**src/rtl/chip7458_exerciser.sv**
```systemverilog
// Exhaustive stimulus/response checker for the 7458 AND-OR chip.
// Walks all 1024 input vectors, compares the chip outputs against the
// 7458 truth function, and reports pass, a saturating error count and
// the first failing vector.
module chip7458_exerciser #(
  parameter int unsigned ERR_W = 8
) (
  input  logic             clk,
  input  logic             reset,
  input  logic             start,
  output logic             p1a,
  output logic             p1b,
  output logic             p1c,
  output logic             p1d,
  output logic             p1e,
  output logic             p1f,
  output logic             p2a,
  output logic             p2b,
  output logic             p2c,
  output logic             p2d,
  input  logic             p1y,
  input  logic             p2y,
  output logic             busy,
  output logic             done,
  output logic             pass,
  output logic [ERR_W-1:0] err_count,
  output logic [9:0]       first_fail_vec
);

  localparam int unsigned   VEC_W    = 10;
  localparam logic [VEC_W-1:0] VEC_LAST = '1;
  localparam logic [ERR_W-1:0] ERR_MAX  = '1;

  typedef enum logic [1:0] {
    IDLE   = 2'd0,
    APPLY  = 2'd1,
    CHECK  = 2'd2,
    FINISH = 2'd3
  } state_t;

  state_t             state_q, state_d;
  logic [VEC_W-1:0]   vec_q, vec_d;
  logic [ERR_W-1:0]   err_q, err_d;
  logic [VEC_W-1:0]   first_q, first_d;
  logic               fail_seen_q, fail_seen_d;
  logic               pass_q, pass_d;
  logic [VEC_W-1:0]   pins_q, pins_d;
  logic               busy_q, busy_d;
  logic               done_q, done_d;

  logic e1_c, e2_c, mismatch_c;

  // Expected chip response for the vector currently on the pins.
  assign e1_c       = (&vec_q[2:0]) | (&vec_q[5:3]);
  assign e2_c       = (&vec_q[7:6]) | (&vec_q[9:8]);
  assign mismatch_c = (p1y != e1_c) | (p2y != e2_c);

  // Next-state and next-output logic; outputs are computed from the
  // next state so the registered versions line up with the state.
  always_comb begin
    state_d     = state_q;
    vec_d       = vec_q;
    err_d       = err_q;
    first_d     = first_q;
    fail_seen_d = fail_seen_q;
    pass_d      = pass_q;
    pins_d      = '0;
    busy_d      = 1'b0;
    done_d      = 1'b0;

    case (state_q)
      IDLE: begin
        if (start) begin
          state_d     = APPLY;
          vec_d       = '0;
          err_d       = '0;
          pass_d      = 1'b0;
          first_d     = '0;
          fail_seen_d = 1'b0;
        end
      end
      APPLY: begin
        state_d = CHECK;
      end
      CHECK: begin
        if (mismatch_c) begin
          if (err_q != ERR_MAX) err_d = err_q + ERR_W'(1);
          if (!fail_seen_q) begin
            first_d     = vec_q;
            fail_seen_d = 1'b1;
          end
        end
        if (vec_q == VEC_LAST) begin
          state_d = FINISH;
          pass_d  = ~(fail_seen_q | mismatch_c);
        end else begin
          vec_d   = vec_q + VEC_W'(1);
          state_d = APPLY;
        end
      end
      FINISH: begin
        state_d = IDLE;
      end
      default: begin
        state_d = IDLE;
      end
    endcase

    busy_d = (state_d == APPLY) || (state_d == CHECK);
    done_d = (state_d == FINISH);
    pins_d = busy_d ? vec_d : '0;
  end

  // State and output registers with synchronous reset.
  always_ff @(posedge clk) begin
    if (reset) begin
      state_q     <= IDLE;
      vec_q       <= '0;
      err_q       <= '0;
      first_q     <= '0;
      fail_seen_q <= 1'b0;
      pass_q      <= 1'b0;
      pins_q      <= '0;
      busy_q      <= 1'b0;
      done_q      <= 1'b0;
    end else begin
      state_q     <= state_d;
      vec_q       <= vec_d;
      err_q       <= err_d;
      first_q     <= first_d;
      fail_seen_q <= fail_seen_d;
      pass_q      <= pass_d;
      pins_q      <= pins_d;
      busy_q      <= busy_d;
      done_q      <= done_d;
    end
  end

  assign {p2d, p2c, p2b, p2a, p1f, p1e, p1d, p1c, p1b, p1a} = pins_q;
  assign busy           = busy_q;
  assign done           = done_q;
  assign pass           = pass_q;
  assign err_count      = err_q;
  assign first_fail_vec = first_q;

endmodule

```
**config.mk**
```make
export PLATFORM = sky130hd
export DESIGN_NAME = chip7458_exerciser
export DESIGN_NICKNAME = d
export VERILOG_FILES = /design/src/rtl/chip7458_exerciser.sv
export SDC_FILE = /design/constraint.sdc
export NUM_CORES = 1
export LEC_CHECK = 0
export ABC_AREA = 0
export CAP_MARGIN = 20
export CORE_MARGIN = 4
export CORE_UTILIZATION = 40
export DETAILED_ROUTE_END_ITERATION = 6
export GPL_ROUTABILITY_DRIVEN = 0
export PLACE_DENSITY = 0.75
export SYNTH_ARGS = -nofsm -noshare
export SYNTH_HDL_FRONTEND = slang
export SYNTH_SLANG_ARGS = --single-unit
```
**constraint.sdc**
```tcl
create_clock -name clk -period 2.55 [get_ports clk]
set_input_delay 0.51 -clock clk [delete_from_list [all_inputs] [get_ports clk]]
set_output_delay 0.51 -clock clk [all_outputs]
set_load 0.05 [all_outputs]
```
==> results.cfg <==
[status]
status = completed

[power]
p_sw_share_pct = 24.2
ir_drop_v = 0.000277
p_int_uw = 1030
p_leak_uw = 0.000922
comb_power_share_pct = 7.8
power_frac_clock_pct = 40.5
power.switching_uw = 327
powerDensity_nw_per_um2 = 537
power_uw = 1350
p_seq_share_pct = 51.7

[sta]
tns_ns = 0
period_share_pct = 87.2
tightest_slew_ns = 0.536
hold_violations = 0
clock_skew_ns = 0.00736
fmaxAchievable_mhz = 450
relSlewSlack_pct = 64.3
finalSetupViolCount = 0
period_minus_slack_ns = 2.22
rsz0062_at_grt = no
slew_viol_final = 0

[floorplanning]
fp.dieW_um = 78.4
row_count = 25
die_area_sq_um = 6140
dieHeight_um = 78.4
fp.coreArea_sq_um = 4750
io_pins = 36
start_util_pct = 41.7

[grt]
grt_overflow_total = 0
grt_max_degree = 21
grt_pass1_vias = 1720
grt_pass1_wl_mm = 8.08
grtUsageTotal_pct = 16.3
grt_antenna_before_repair = 0

[clocking]
postCtsSetupRepairBufs = 0
clock_sinks = 44
cts_root_buf = clkbuf_8
cts_buffers = 5
htreeDepth = 2
insertion_delay_ns = 0.30
clk_pin_slew_ns = 0.09
cts_tree = built
post_cts_resized = 0
cts_hold_buf = 0
clk_path_buf_depth = 2

[finish]
fin_nets = 281
area_delta_synth_final_pct = 27.1
drive_gt1_share_pct = 11.7
final_area_sq_um = 2520
antenna_cells = 0
final_util_pct = 53.0

[logic_synthesis]
synth-async-reset-ratio_pct = 0
ys_warn_count = 0
muxShareOfSynthArea_pct = 2.65
synth_xor_area_share_pct = 0.884
synth_flop_cell = dfxtp_1
yosys.area_share.simple_pct = 28.2
yosys.area_share.adder_pct = 2.53
synth_compound_area_share_pct = 16.4
synth_top_family_by_area = simple AND/OR/NAND/NOR gates
avgSynthCellArea_sq_um = 8.51
netlist_area_sq_um = 1980
ys_types = 50
synth_nets = 242
yosys.area.top_type_share_pct = 44.4
synth_edf_count = 0
yosys-top-cells-count = dfxtp_1, nand3_1, nor2_1, nand2_1
synth-seq-cells = 44
synth_top_area_cell = dfxtp_1
yosysMostFrequentCell = dfxtp_1
synthTopCellsByArea = dfxtp_1, nand3_1, nor2_1
ys_seq_area_share_pct = 44.4
synth_cells = 233

[hold_path]
hold_path_class = flip-flop to flip-flop
hp-start = first_fail_vec[4]$_SDFFE_PP0P_

[critical_path]
crit_chain = ha_1, nand2_1, or4_4, nand2b_4, nand2_1, ha_1, nand2b_1, buf_4, a21oi_1
crit_type = flip-flop to flip-flop
reg2reg_slack_ns = 0.33
r2r_start = vec_q[0]$_SDFF_PP0_
crit_path_end_kind = flip-flop
cpPeakStageDelay_ns = 0.57
crit_arrival_ns = 2.41
startpoint = vec_q[0]$_SDFF_PP0_
start_kind = flip-flop
cp.required_ns = 2.73
slowest_stage = or4_4
crit_fanout = 11

[placed_design]
port_buffers = 35
hpwl_mm = 3.46
placed_area_sq_um = 2400

[detailed_routing]
ant_nets = 0
dr.pass1.iters = 4
num_vias = 1792
routed_wl_mm = 4.66
viasPerCell = 5.27
drc_errors = 0
drt_iter0_drc = 132
drt-wirelength-per-cell_um = 13.7

[flow_run]
maxCapViolCount = 0
[worst max-delay path, delay by kind of cell, from the launching register on]
family	cells	cell delay (ns)
compound gates	1	0.06
buf+inv	1	0.17
simple gates	5	1.00
flops	1	0.42
fa+ha+maj	2	0.44
[power groups by stage]
stage	registers (uW)	logic, uW	clock network (uW)
2_1_floorplan	726	59.9	0
3_3_place_gp	715	105	0
3_5_place_dp	715	106	0
4_1_cts	699	106	558
5_1_grt	700	115	593
6_report	699	106	548
[final cells by class]
| cell class | count | area [sq um] |
|---|---|---|
| fill | 468 | 2230 |
| multi-input combinational | 173 | 1000 |
| inverter | 3 | 11.3 |
| timing repair buffer | 45 | 425 |
| tap | 67 | 83.8 |
| clock buffer | 5 | 68.8 |
| sequential | 44 | 881 |
| clock inverter | 3 | 46.3 |
[cells by family after synthesis]
family | Yosys count
buffers and inverters | 16
multiplexers | 5
adder cells (fa/ha/maj) | 4
XOR/XNOR | 2
flip-flops | 44
AO/OA/AOI/OAI | 50
AND/OR/NAND/NOR | 112
[cell usage in the layout, fill, tap and decap left out, types with 3 or more instances in the layout]
cell             count
or3_1                4
a22oi_1              3
buf_4               10
and3_1               4
clkdlybuf4s50_1     35
ha_1                 4
nor2_1              27
inv_1                3
a31o_2               3
o21ai_0             12
mux2i_1              3
clkbuf_8             5
dfxtp_1             44
nand2_1             25
a21oi_1             12
nand2b_1             5
nand3_1             27
[path summary, 6_finish.rpt]
path / end / cells after the start
worst max-delay path: pins_q[7]$_SDFF_PP0_ / 9
worst min-delay path: first_fail_vec[4]$_SDFFE_PP0P_ / 2
worst max register to register: pins_q[7]$_SDFF_PP0_ / 9
worst min register to register: first_fail_vec[4]$_SDFFE_PP0P_ / 2
[sequential cells by signal, indices dropped and copies added, names as in the netlist, 2 cells and up]
| signal | count |
|---|---|
| vec_q | 10 |
| first_fail_vec | 10 |
| err_count | 8 |
| state_q | 2 |
| pins_q | 10 |
[per-layer routing]
layer	track usage, %	part of all wire, %	up-vias
li1	-	-	902
met1	21.5	47	826
met2	26.2	47	55
met3	4.47	4.4	9
met4	4.72	1.4	0
met5	0	0	-
[per-stage QoR]
stage | hold slack, ns | setup WS, ns | instances
after floorplan | 0.475 | 0.363 | 233
final | 0.474 | 0.326 | 340
after global placement | 0.459 | 0.371 | 332
after CTS | 0.478 | 0.321 | 340
after detailed placement | 0.464 | 0.356 | 332
after global routing | 0.496 | 0.213 | 340
Power figures use the tool's default switching activity.
